[src/rtl/operand_entry.sv]
// -----------------------------------------------------------------------------
// operand_entry
//
// Operand entry controller for the signed 8-bit adder. Debounced button levels
// are turned into single-cycle press events, which a small FSM uses to edit
// two signed operands (A, then B). When B is confirmed, the sign-extended
// 9-bit sum and an overflow flag are registered for the display/adder logic.
//
// Ports
//   clk        in   system clock
//   rst        in   synchronous, active-high reset
//   btn[3:0]   in   debounced button levels: [0] inc, [1] dec, [2] negate,
//                   [3] next
//   op_a[7:0]  out  operand A, two's complement
//   op_b[7:0]  out  operand B, two's complement
//   sum[8:0]   out  registered {a[7],a} + {b[7],b}
//   ovf        out  true sum outside -128..127
//   sum_valid  out  sum/ovf reflect the current operands
//   state[1:0] out  FSM state (0 = S_A, 1 = S_B, 2 = S_RES)
//
// Build option
//   OPERAND_ENTRY_AUTO_REPEAT_EN  when defined, a held inc/dec button
//   auto-repeats: the first synthetic step fires REPEAT_DELAY cycles after the
//   press edge, then one step every REPEAT_RATE cycles. When undefined, a held
//   button yields exactly one step and the REPEAT parameters are unused.
//   Both parameters must be at least 1 when the option is enabled.
//
// FSM states
//   state | meaning
//   ------+---------------------------------------------------------------
//   S_A   | editing operand A; next moves to S_B
//   S_B   | editing operand B; next registers sum/ovf and moves to S_RES
//   S_RES | result shown; edits ignored; next returns to S_A
//   S_BAD | unreachable encoding; recovers to S_A and clears sum_valid
// -----------------------------------------------------------------------------
module operand_entry #(
  parameter logic [23:0] REPEAT_DELAY = 24'd5_000_000,
  parameter logic [23:0] REPEAT_RATE  = 24'd1_000_000
) (
  input  logic       clk,
  input  logic       rst,
  input  logic [3:0] btn,
  output logic [7:0] op_a,
  output logic [7:0] op_b,
  output logic [8:0] sum,
  output logic       ovf,
  output logic       sum_valid,
  output logic [1:0] state
);

  typedef enum logic [1:0] {
    S_A   = 2'd0,
    S_B   = 2'd1,
    S_RES = 2'd2,
    S_BAD = 2'd3
  } state_t;

  state_t      state_q, state_d;
  logic [3:0]  btn_q, btn_d;
  logic [7:0]  op_a_q, op_a_d;
  logic [7:0]  op_b_q, op_b_d;
  logic [8:0]  sum_q, sum_d;
  logic        ovf_q, ovf_d;
  logic        sum_valid_q, sum_valid_d;

  logic [3:0]  press;
  logic        rpt_step;
  logic        do_inc;
  logic        do_dec;
  logic [7:0]  edit_cur;
  logic [7:0]  edit_new;
  logic [8:0]  sum_calc;

  // btn_q resets to all ones so a button held through reset is not a press.
  assign press = btn & ~btn_q;

`ifdef OPERAND_ENTRY_AUTO_REPEAT_EN
  // Down-counter: 0 = idle, loaded with REPEAT_DELAY on the press edge,
  // terminal count at 1 emits a synthetic step and reloads REPEAT_RATE.
  logic [23:0] rpt_cnt_q, rpt_cnt_d;
  logic        rpt_hold;

  assign rpt_hold = ((btn == 4'b0001) || (btn == 4'b0010)) &&
                    ((state_q == S_A) || (state_q == S_B));

  always_comb begin
    rpt_cnt_d = rpt_cnt_q;
    rpt_step  = 1'b0;
    if (!rpt_hold) begin
      rpt_cnt_d = 24'd0;
    end else if (|press[1:0]) begin
      rpt_cnt_d = REPEAT_DELAY;
    end else if (rpt_cnt_q == 24'd1) begin
      rpt_cnt_d = REPEAT_RATE;
      rpt_step  = 1'b1;
    end else if (rpt_cnt_q != 24'd0) begin
      rpt_cnt_d = rpt_cnt_q - 24'd1;
    end
  end

  always_ff @(posedge clk) begin
    if (rst) begin
      rpt_cnt_q <= 24'd0;
    end else begin
      rpt_cnt_q <= rpt_cnt_d;
    end
  end
`else
  logic unused_repeat_params;
  assign unused_repeat_params = ^{REPEAT_DELAY, REPEAT_RATE};
  assign rpt_step = 1'b0;
`endif

  // While a single inc/dec is held, btn itself tells which way to step.
  assign do_inc = press[0] | (rpt_step & btn[0]);
  assign do_dec = press[1] | (rpt_step & btn[1]);

  assign sum_calc = {op_a_q[7], op_a_q} + {op_b_q[7], op_b_q};

  // Operand under edit; only meaningful in S_A/S_B.
  assign edit_cur = (state_q == S_B) ? op_b_q : op_a_q;

  // Priority next > negate > inc > dec; lower-priority presses are dropped.
  always_comb begin
    edit_new = edit_cur;
    if (press[3]) begin
      edit_new = edit_cur;
    end else if (press[2]) begin
      edit_new = 8'd0 - edit_cur;
    end else if (do_inc) begin
      edit_new = edit_cur + 8'd1;
    end else if (do_dec) begin
      edit_new = edit_cur - 8'd1;
    end
  end

  always_comb begin
    btn_d       = btn;
    state_d     = state_q;
    op_a_d      = op_a_q;
    op_b_d      = op_b_q;
    sum_d       = sum_q;
    ovf_d       = ovf_q;
    sum_valid_d = sum_valid_q;

    case (state_q)
      S_A: begin
        op_a_d = edit_new;
        if (press[3]) begin
          state_d = S_B;
        end
      end
      S_B: begin
        op_b_d = edit_new;
        if (press[3]) begin
          state_d     = S_RES;
          sum_d       = sum_calc;
          ovf_d       = sum_calc[8] ^ sum_calc[7];
          sum_valid_d = 1'b1;
        end
      end
      S_RES: begin
        if (press[3]) begin
          state_d     = S_A;
          sum_valid_d = 1'b0;
        end
      end
      default: begin
        state_d     = S_A;
        sum_valid_d = 1'b0;
      end
    endcase
  end

  always_ff @(posedge clk) begin
    if (rst) begin
      btn_q       <= 4'b1111;
      state_q     <= S_A;
      op_a_q      <= 8'd0;
      op_b_q      <= 8'd0;
      sum_q       <= 9'd0;
      ovf_q       <= 1'b0;
      sum_valid_q <= 1'b0;
    end else begin
      btn_q       <= btn_d;
      state_q     <= state_d;
      op_a_q      <= op_a_d;
      op_b_q      <= op_b_d;
      sum_q       <= sum_d;
      ovf_q       <= ovf_d;
      sum_valid_q <= sum_valid_d;
    end
  end

  assign op_a      = op_a_q;
  assign op_b      = op_b_q;
  assign sum       = sum_q;
  assign ovf       = ovf_q;
  assign sum_valid = sum_valid_q;
  assign state     = state_q;

endmodule

[config.mk]
export PLATFORM = sky130hd
export DESIGN_NAME = operand_entry
export DESIGN_NICKNAME = d
export VERILOG_FILES = /design/src/rtl/operand_entry.sv
export SDC_FILE = /design/constraint.sdc
export NUM_CORES = 1
export LEC_CHECK = 0
export BUFFER_PORTS_ARGS = -buffer_cell sky130_fd_sc_hd__buf_4
export CAP_MARGIN = 20
export CELL_PAD_IN_SITES_DETAIL_PLACEMENT = 0
export CELL_PAD_IN_SITES_GLOBAL_PLACEMENT = 1
export CORE_MARGIN = 5
export CORE_UTILIZATION = 42
export DETAILED_ROUTE_END_ITERATION = 10
export HOLD_SLACK_MARGIN = 0.06
export PLACE_DENSITY_LB_ADDON = 0.1
export SLEW_MARGIN = 20
export SYNTH_ARGS = -nofsm -noshare
export SYNTH_HDL_FRONTEND = slang
export SYNTH_SLANG_ARGS = --single-unit
[constraint.sdc]
create_clock -name clk -period 3 [get_ports clk]
set_input_delay 0.3 -clock clk [delete_from_list [all_inputs] [get_ports clk]]
set_output_delay 0.3 -clock clk [all_outputs]
set_load 0.02 [all_outputs]
== Word level (Yosys, flattened, before mapping) ==
Cells that the tools add are included.
Storage, ports and cells
  register bits after elaboration: 33
Operators by class
  multiplexer cells: 12
  eq/ne operators: 5
  reductions and logical operators: 4
  bitwise gates (word level): 4
  add/sub/neg operators: 4
Operators with widths (number)
  $mux W8: 5
  $add A8 B8 Y9: 1
  $add A8 B1 Y8 const B: 1
  $sub A1 B8 Y8 const A: 1
  $sub A8 B1 Y8 const B: 1
  $mux W2: 3
  $ne A2 B2 Y1 const B: 3
  $pmux W2 S3: 1
  $reduce_and A3 Y1: 2
  $and A4 B4 Y4: 1
  $not A4 Y4: 1
  $pmux W1 S3: 1
  $eq A2 B1 Y1 const B: 1
  $eq A2 B2 Y1 const B: 1
  $logic_not A2 Y1: 1
  $mux W1: 2
  $reduce_and A2 Y1: 1
  $not A1 Y1: 1
  $xor A1 B1 Y1: 1

== Logic depth before layout (Yosys ltp) ==
Gate-level depths: netlist of run 1.
  depth after elaboration: 7
  depth in mapped cells: 12
  gate-level depth less buffers: 10

== Worst setup path before layout of run 1 ==
No wires, ideal clock.
  path type: reg-to-reg
  start point: reg state_q[1] (netlist: state[1])
  end point: reg op_a_q[6] (netlist: op_a[6])
  arrival: 2.319 ns
  data required time: 2.868 ns
  path slack: 0.549 ns
  cell stages (with the launch flop): 12
  clock period less this slack: 2.451 ns
  path buffers: 2
  library setup time: 0.132 ns
  path through: dfxtp_1 -> or2b_1 -> buf_2 -> buf_2 -> mux2i_1 -> inv_1 -> ha_1 -> and3b_1 -> o2111ai_1 -> nor3b_1 -> or3_1 -> a21oi_1
On the way
  cells in the longest elaborated chain, start to end: 7
  elaborated cells on any way between the ends: 10
  classes of those cells: add/sub: 3; eq/ne: 1; mux: 5; reduce/logical: 1
RTL lines
  start: declaration: RTL line 58  | state_t state_q, state_d;
  start signal: assignment: RTL line 186  | state_q <= state_d;
  $eq A2 B1 Y1: RTL line 121  | assign edit_cur = (state_q == S_B) ? op_b_q : op_a_q;
  $mux W8: RTL line 121
  $sub A8 B1 Y8: RTL line 133  | edit_new = edit_cur - 8'd1;
  $mux W8: RTL line 132  | end else if (do_dec) begin
  $mux W8: RTL line 130  | end else if (do_inc) begin
  $mux W8: RTL line 128  | end else if (press[2]) begin
  $mux W8: RTL line 126  | if (press[3]) begin
  end signal: assignment: RTL line 187  | op_a_q <= op_a_d;
  end: declaration: RTL line 60  | logic [7:0] op_a_q, op_a_d;
Parallel ways exist; a longest one is shown, timed or not.
A chain may end at the register's enable or synchronous reset.

== Final worst setup path of run 1 ==
  start point: reg state_q[1] (netlist: state[1])
  end point: reg op_a_q[7] (netlist: op_a[7])
The elaborated chain is that of the path after synthesis.

==> impl_metrics.json, run 1 <==
{
  "power_frac_seq_pct": 45.1,
  "cts_resized": 0,
  "wl_per_cell_um": 15.5,
  "worstSetupPathType": "flop to flop",
  "cp.arrival_ps": 2830,
  "holdCritStartpoint": "btn[3]",
  "final_util_pct": 50.4,
  "coreArea_sq_um": 5040,
  "cts.sinks": 33,
  "fin_crit_ps": 2610,
  "cts-root-buf": "clkbuf_8",
  "routed-via-count": 2054,
  "reg2reg_slack_ps": 390,
  "cts_tree": "done",
  "swShare_pct": 31.6,
  "diodes": 0,
  "cts_made_buffers": 5,
  "crit_fanout": 12,
  "wl_met3_um": 286,
  "endpoint_kind": "flop",
  "power.density_nw_per_um2": 432,
  "syn_nets": 279,
  "hold_end": "btn_q[3]",
  "synth_cell_types": 53,
  "io_buffers": 34,
  "dieArea_sq_um": 6630,
  "synth_area_leader_cell": "dfxtp_1",
  "slew_headroom_pct": 55.5,
  "stdcell_area_sq_um": 2540,
  "slew_viol_final": 0,
  "clkSlewWorstSetupHoldPaths_ps": 70,
  "grt_pass1_vias": 1954,
  "fin_nets": 311,
  "p_sw_mw": 0.347,
  "fin_skew_ps": 9.36,
  "track_usage_pct": 18.4,
  "synthArstFlopShare_pct": 0,
  "insertion_delay_ps": 290,
  "routabilityCongestion": 0.885,
  "grt_antenna_before_repair": 0,
  "via_per_inst": 5.64,
  "combPwrFrac_pct": 23.3,
  "grt_max_degree": 34,
  "drc_errors": 0,
  "fin_ws_ps": 392,
  "cap_viol_max_count": 0,
  "drtPass1Iterations": 4,
  "drt_iter0_drc": 110,
  "ant_nets": 0,
  "routed-wl-met2_mm": 2.53,
  "synth_ff_type": "dfxtp_1",
  "r2r_cells": 7,
  "ctsHoldBuffers": 0,
  "finalCritPeriodShare_pct": 86.9,
  "pin_count": 35,
  "p_clk_share_pct": 31.5,
  "dp_slack_ps": 425,
  "synth_top_area_share_pct": 30.8,
  "dr.max_layer_used": "met4",
  "grt.overflow.total": 0,
  "synth.area.top_cells": "dfxtp_1 (31%), ha_1 (5.8%), a21oi_1 (5.1%)",
  "rsz0062_at_grt": "false",
  "netlist_instances": 262,
  "power_mw": 1.10,
  "rr_startpoint": "state[1]",
  "grt_pass1_wl_mm": 9.47,
  "cts_buffer_depth": 2,
  "hpwl_mm": 4.10,
  "tightest_slew_ps": 667,
  "die_h_um": 81.4,
  "wl_met1_mm": 2.73,
  "fmax_mhz": 383,
  "intPower_mw": 0.750,
  "cts_htree_levels": 2,
  "min_path_type": "input pin to flop",
  "start_util_pct": 42.5,
  "finalHoldViolCount": 0,
  "synth_area_per_cell_sq_um": 8.18,
  "synth.yosys.warnings": 0,
  "leakage_nw": 1.04,
  "irDropWorstVdd_mv": 0.197,
  "cts_setup_buffers": 0,
  "run_status": "completed",
  "setup_viol_count_final": 0,
  "yosysSeqAreaShare_pct": 30.8,
  "synth_area_sq_um": 2140,
  "area_growth_pct": 18.5,
  "hold_path_depth": 2,
  "finalSetupTns_ps": 0,
  "synth-seq-cells": 33,
  "start_kind": "flop",
  "synth_edf_count": 0,
  "place_area_sq_um": 2450,
  "r2r-end": "op_a[7]",
  "drt_wl_total_mm": 5.63,
  "layout-drive-gt1-share_pct": 19.0,
  "crit_required_ps": 3220,
  "placementRows": 26,
  "fp.dieW_um": 81.4
}
## metal layers
layer | GRT usage, % | up-vias
met5 | 0 | -
met4 | 6.59 | 0
met3 | 3.62 | 9
met2 | 29.2 | 63
met1 | 24.7 | 950
li1 | - | 1032
## state kept, by name, indices dropped and copies added (netlist names)
signal,cells
sum,9
op_a,8
op_b,8
btn_q,4
state,2
ovf,1
sum_valid,1
## cells in the mapped netlist, drive strengths merged, types with 5 or more instances
cell	n
a21oi	22
nor3	7
o21ai	11
or3	8
xnor2	9
o31ai	5
nor2b	6
or2	5
dfxtp	33
nand2	23
mux2i	8
nor2	29
ha	10
clkbuf	9
nand3	8
a211oi	8
## cell usage in the layout, fill, tap and decap left out, drive strengths merged, types with 2 or more instances in the layout
cell and count:
a2111oi 4, a211oi 8, a21o 3, a21oi 22, a311oi 4, a31oi 2
a32oi 2, and3 3, buf 38, clkbuf 7, dfxtp 33, ha 10
inv 4, mux2 2, mux2i 8, nand2 23, nand2b 4, nand3 8
nand4 4, nor2 29, nor2b 6, nor3 7, nor3b 2, o211ai 2
o21ai 11, o22ai 2, o31ai 5, or2 5, or3 8, or4 2
or4b 2, xnor2 9
## metrics by stage
stage | cells | hold slack (ps)
2_1_floorplan | 262 | 404
3_3_place_gp | 357 | 441
3_5_place_dp | 357 | 446
4_1_cts | 364 | 201
5_1_grt | 364 | 203
6_report | 364 | 209
## power by group through the flow
stage          clock network, mW  registers (mW)  logic [mW]
2_1_floorplan                  0           0.512       0.169
3_3_place_gp                   0           0.505       0.254
3_5_place_dp                   0           0.504       0.254
4_1_cts                    0.360           0.495       0.256
5_1_grt                    0.376           0.499       0.285
6_report                   0.346           0.495       0.256
## logic make-up (layout without fill, tap and decap cells)
logic type	after synthesis	after routing	share of synthesized area (%)
AND/OR/NAND/NOR	109	109	26.5
AO/OA/AOI/OAI	72	72	22.8
multiplexers	10	10	5.37
adder cells (fa/ha/maj)	11	11	6.77
flip-flops	33	33	30.8
XOR/XNOR	10	10	4.09
buffers and inverters	17	49	3.62
## critical path: stages, from the launching register on
cell and delay, ps:
dfxtp_1 530, or2b_1 410, buf_4 270, a21o_1 160, nand4_2 150, o311a_1 400
or4_1 470, a21oi_1 140
## area by class of cell
class	instances	area, sq um
Sequential cell	33	661
Timing Repair Buffer	38	285
Clock buffer	7	86.3
Fill cell	489	2500
Multi-Input combinational cell	212	1410
Tap cell	70	87.6
Inverter	4	15.0
## how the worst max path moves through the flow
stage                         from       to  cells past startpoint
after detailed placement  state[1]  op_a[7]                      7
after global routing      state[1]  op_a[6]                      9
after floorplan           state[1]  op_a[6]                     11
final                     state[1]  op_a[7]                      7
after global placement    state[1]  op_a[7]                      7
after CTS                 state[1]  op_a[7]                      7
(Power assumes the default switching activity.)
==> run 2, diff against run 1 <==
--- a/config.mk
+++ b/config.mk
@@ -14,6 +14,7 @@
 export DETAILED_ROUTE_END_ITERATION = 10
 export HOLD_SLACK_MARGIN = 0.06
 export PLACE_DENSITY_LB_ADDON = 0.1
+export REMOVE_ABC_BUFFERS = 1
 export SLEW_MARGIN = 20
 export SYNTH_ARGS = -nofsm -noshare
 export SYNTH_HDL_FRONTEND = slang
==> run 2 against run 1 <==
Via count down 2.0%. Sequential power about the same. Worst setup slack worse by 19 ps. Sequential share of layout area down 0.077 points. Non-clock buffer count down 1. Sequential cell count unchanged. Critical endpoint is now op_b[7]. Largest cell class unchanged.
==> impl_metrics.json, run 2 (same netlist as run 1, synthesis figures left out) <==
{
  "run_status": "completed",
  "dieArea_sq_um": 6630,
  "dr.max_layer_used": "met4",
  "place_area_sq_um": 2450,
  "irDropWorstVdd_mv": 0.228,
  "r2r_cells": 7,
  "r2r-end": "op_b[7]",
  "endpoint_kind": "flop",
  "setup_viol_count_final": 0,
  "leakage_nw": 1.04,
  "final_util_pct": 50.5,
  "ant_nets": 0,
  "routabilityCongestion": 0.929,
  "stdcell_area_sq_um": 2550,
  "cts_tree": "done",
  "io_buffers": 34,
  "via_per_inst": 5.53,
  "grt_antenna_before_repair": 0,
  "grt.overflow.total": 0,
  "drt_wl_total_mm": 5.63,
  "placementRows": 26,
  "startpoint": "state[1]",
  "start_util_pct": 42.5,
  "reg2reg_slack_ps": 370,
  "die_h_um": 81.4,
  "clkSlewWorstSetupHoldPaths_ps": 70,
  "tightest_slew_ps": 821,
  "grt_max_degree": 34,
  "fmax_mhz": 381,
  "finalSetupTns_ps": 0,
  "rsz0062_at_grt": "false",
  "cts_setup_buffers": 0,
  "worstSetupPathType": "flop to flop",
  "fin_ws_ps": 373,
  "fin_nets": 310,
  "grt_pass1_vias": 1821,
  "slew_headroom_pct": 45.1,
  "largest_reg_flops": 9,
  "cap_viol_max_count": 0,
  "routed-wl-met2_mm": 2.65,
  "crit_fanout": 12,
  "crit_required_ps": 3210,
  "track_usage_pct": 17.9,
  "power.density_nw_per_um2": 441,
  "finalHoldViolCount": 0,
  "fin_crit_ps": 2630,
  "grt_pass1_wl_mm": 9.17,
  "ctsHoldBuffers": 0,
  "coreArea_sq_um": 5040,
  "slew_viol_final": 0,
  "dp_cells": 356,
  "layout-drive-gt1-share_pct": 19.4,
  "min_path_type": "input pin to flop",
  "cts-root-buf": "clkbuf_8",
  "fp.dieW_um": 81.4,
  "cts_resized": 0,
  "fin_skew_ps": 8.20,
  "cp.arrival_ps": 2840,
  "wl_met3_um": 265,
  "pin_count": 35,
  "drtPass1Iterations": 4,
  "dp_slack_ps": 412,
  "endpoint": "op_b[7]",
  "routed-via-count": 2012,
  "area_growth_pct": 18.9,
  "cts_htree_levels": 2,
  "wl_met1_mm": 2.63,
  "layout_commonest_cell": "buf_4",
  "rr_startpoint": "state[1]",
  "diodes": 0,
  "insertion_delay_ps": 290,
  "drc_errors": 0,
  "cts.sinks": 33,
  "cts_buffer_depth": 2,
  "finalCritPeriodShare_pct": 87.6,
  "hpwl_mm": 4.15,
  "cts_made_buffers": 5,
  "stdcell_count": 364,
  "wl_per_cell_um": 15.5,
  "start_kind": "flop",
  "mostFrequentLayoutCells": "buf_4 (37), dfxtp_1 (33), nor2_1 (29)",
  "drt_iter0_drc": 72
}
==> run 2: cell count changes in the layout (fill, tap and decap cells not counted), sizes merged <==
cell / change
buf: -1
clkinv: +1
==> run 2: power breakdown <==
part,internal (mW),switching [mW]
registers,0.457,0.0380
logic,0.110,0.144
clock network,0.207,0.167
total,0.775,0.349
==> run 2: worst min path at each step <==
stage	slack, ps	cells after the start	end	start
finish	210	2	btn_q[3]	btn[3]
global route	200	2	btn_q[3]	btn[3]
CTS	210	2	btn_q[3]	btn[3]
detailed placement	450	2	sum[6]	sum[6]
global placement	440	2	sum[5]	sum[5]
floorplan	370	1	op_a[1]	rst
==> run 2: area by class of cell <==
type / count / area [sq um]
repair buffers: 37 / 278
inverters: 4 / 15.0
well taps: 70 / 87.6
fillers: 516 / 2490
flip-flops and latches: 33 / 661
clock inverters: 1 / 5.00
multi-input cells: 212 / 1410
clock buffers: 7 / 96.3
==> run 2: metal layers <==
layer,up-vias,track usage [%]
li1,1039,-
met1,923,23.1
met2,41,29.5
met3,9,3.73
met4,0,5.91
met5,-,0
==> run 2: through the flow <==
step	power, mW	hold slack (ps)
final	1.12	210
after global routing	1.19	205
after CTS	1.14	208
after detailed placement	0.759	445
after global placement	0.759	438
after floorplan	0.672	369
==> run 2: worst max-delay path: stages (launching register included) <==
cell and delay (ps):
dfxtp_1 530, or2b_1 420, buf_4 270, a21o_1 160
nand4_2 140, o311a_1 400, or4_1 470, a21oi_1 140
==> run 3, diff against run 2 <==
--- a/config.mk
+++ b/config.mk
@@ -11,11 +11,12 @@
 export CELL_PAD_IN_SITES_GLOBAL_PLACEMENT = 1
 export CORE_MARGIN = 5
 export CORE_UTILIZATION = 42
+export CTS_BUF_LIST = sky130_fd_sc_hd__clkbuf_16
 export DETAILED_ROUTE_END_ITERATION = 10
 export HOLD_SLACK_MARGIN = 0.06
-export PLACE_DENSITY_LB_ADDON = 0.1
+export PLACE_DENSITY = 0.88
 export REMOVE_ABC_BUFFERS = 1
-export SLEW_MARGIN = 20
+export SLEW_MARGIN = 0
 export SYNTH_ARGS = -nofsm -noshare
 export SYNTH_HDL_FRONTEND = slang
 export SYNTH_SLANG_ARGS = --single-unit
==> run 3 against run 2 <==
Final cell count is the same. Die area is the same. Via count grew 0.70%. Critical path depth is the same. Non-clock buffer count is the same. Global-route usage shrank 0.32 points. Maximum frequency shrank 1.4%. Worst setup slack lost 38 ps. Routed wire length shrank 3.3%. Critical endpoint unchanged.
==> impl_metrics.json, run 3 (same netlist as run 1, synthesis figures left out) <==
{
  "cts.sinks": 33,
  "multiInputGateArea_sq_um": 1410,
  "grt_antenna_before_repair": 0,
  "grt_util_met3_pct": 4.17,
  "dp_slack_ps": 416,
  "cts_tree": "done",
  "stdcell_count": 364,
  "cts_htree_levels": 2,
  "fin_skew_ps": 4.68,
  "layout_commonest_cell": "buf_4",
  "busiest_layer": "met2",
  "irDropWorstVdd_mv": 0.317,
  "io_buffers": 34,
  "cts_buffer_depth": 2,
  "slew_headroom_pct": 51.7,
  "grt_pass1_wl_mm": 9.00,
  "rsz0062_at_grt": "false",
  "fmax_mhz": 375,
  "ant_nets": 0,
  "leakage_nw": 1.06,
  "cap_viol_max_count": 0,
  "track_usage_pct": 17.5,
  "tightest_slew_ps": 723,
  "finalCritPeriodShare_pct": 88.8,
  "cp_top_family": "simple AND/OR/NAND/NOR gates",
  "start_kind": "flop",
  "die_h_um": 81.4,
  "setup_viol_count_final": 0,
  "coreArea_sq_um": 5040,
  "n_fill_cell": 507,
  "insertion_delay_ps": 280,
  "clkSlewWorstSetupHoldPaths_ps": 50,
  "pin_count": 35,
  "cts_made_buffers": 5,
  "finalHoldViolCount": 0,
  "cp_slowest_cell": "dfxtp_1",
  "dieArea_sq_um": 6630,
  "fp.dieW_um": 81.4,
  "grtUsageMet2_pct": 28.0,
  "critPathBufInv": 1,
  "cp.arrival_ps": 2870,
  "routed-via-count": 2026,
  "endpoint_kind": "flop",
  "grt_max_degree": 34,
  "slew_viol_final": 0,
  "placementRows": 26,
  "fin_crit_ps": 2660,
  "cts_resized": 0,
  "slowest_delay_ps": 520,
  "crit_fanout": 12,
  "power.density_nw_per_um2": 477,
  "drt_iter0_drc": 114,
  "ctsHoldBuffers": 0,
  "drtPass1Iterations": 4,
  "regArea_sq_um": 661,
  "run_status": "completed",
  "mostFrequentLayoutCells": "buf_4 (37), dfxtp_1 (33), nor2_1 (29)",
  "start_util_pct": 42.5,
  "drt_wl_total_mm": 5.45,
  "crit_required_ps": 3210,
  "use_met1_pct": 22.7,
  "place_area_sq_um": 2450,
  "wl_per_cell_um": 15.0,
  "drc_errors": 0,
  "grt_pass1_vias": 1849,
  "dp_cells": 356,
  "power_mw": 1.23,
  "worstSetupPathType": "flop to flop",
  "fin_nets": 310,
  "cts-root-buf": "clkbuf_16",
  "grt.overflow.total": 0,
  "hpwl_mm": 3.99,
  "finalSetupTns_ps": 0,
  "diodes": 0,
  "fin_ws_ps": 335,
  "cts_setup_buffers": 0,
  "stdcell_area_sq_um": 2580,
  "path_cells": "or2b_1 > buf_4 > a21o_1 > nand4_2 > o311a_1 > or4_1 > a21oi_1",
  "min_path_type": "input pin to flop",
  "routabilityCongestion": 0.858,
  "via_per_inst": 5.57,
  "area_growth_pct": 20.5,
  "layout-drive-gt1-share_pct": 18.7,
  "largest_reg_flops": 9
}
-- run 3: changes by cell type in the layout (fill, tap and decap cells not counted), sizes merged --
cell and delta:
clkbuf -2, clkinv +2
-- run 3: power by group --
| part | switching (mW) | total, mW | internal [mW] | leakage, nW |
|---|---|---|---|---|
| Combinational | 0.145 | 0.255 | 0.110 | 0.721 |
| Sequential | 0.0372 | 0.495 | 0.458 | 0.269 |
| Clock | 0.183 | 0.483 | 0.300 | 0.0687 |
| Total | 0.366 | 1.23 | 0.868 | 1.06 |
-- run 3: worst reg2reg max path, stage by stage (launching register included) --
cell and delay, ps:
dfxtp_1 520, or2b_1 450, buf_4 270, a21o_1 170, nand4_2 160, o311a_1 420
or4_1 470, a21oi_1 140
-- run 3: worst paths after layout --
| check | start | end | slack (ps) | cells past startpoint |
|---|---|---|---|---|
| max | state[1] | op_b[7] | 340 | 7 |
| min | btn[3] | btn_q[3] | 220 | 2 |
| max reg2reg | state[1] | op_b[7] | 340 | 7 |
| min reg2reg | sum[4] | sum[4] | 450 | 2 |
-- run 3: layer usage --
layer | vias up | part of all wire, %
met4 | 0 | 1.3
met1 | 933 | 47
li1 | 1034 | -
met5 | - | 0
met3 | 8 | 5.9
met2 | 51 | 46
-- run 3: final cells by class --
| type | count | share of cell area, % |
|---|---|---|
| Clock buffer | 5 | 4.84 |
| Clock inverter | 3 | 0.484 |
| Inverter | 4 | 0.581 |
| Multi-Input combinational cell | 212 | 54.4 |
| Sequential cell | 33 | 25.6 |
| Tap cell | 70 | 3.39 |
| Timing Repair Buffer | 37 | 10.8 |
-- run 3: through the flow --
stage | hold slack (ps) | utilization (%)
after floorplan | 369 | -
after global routing | 221 | 51.2
final | 221 | 51.2
after CTS | 217 | 51.2
after detailed placement | 445 | 48.5
after global placement | 439 | 48.5
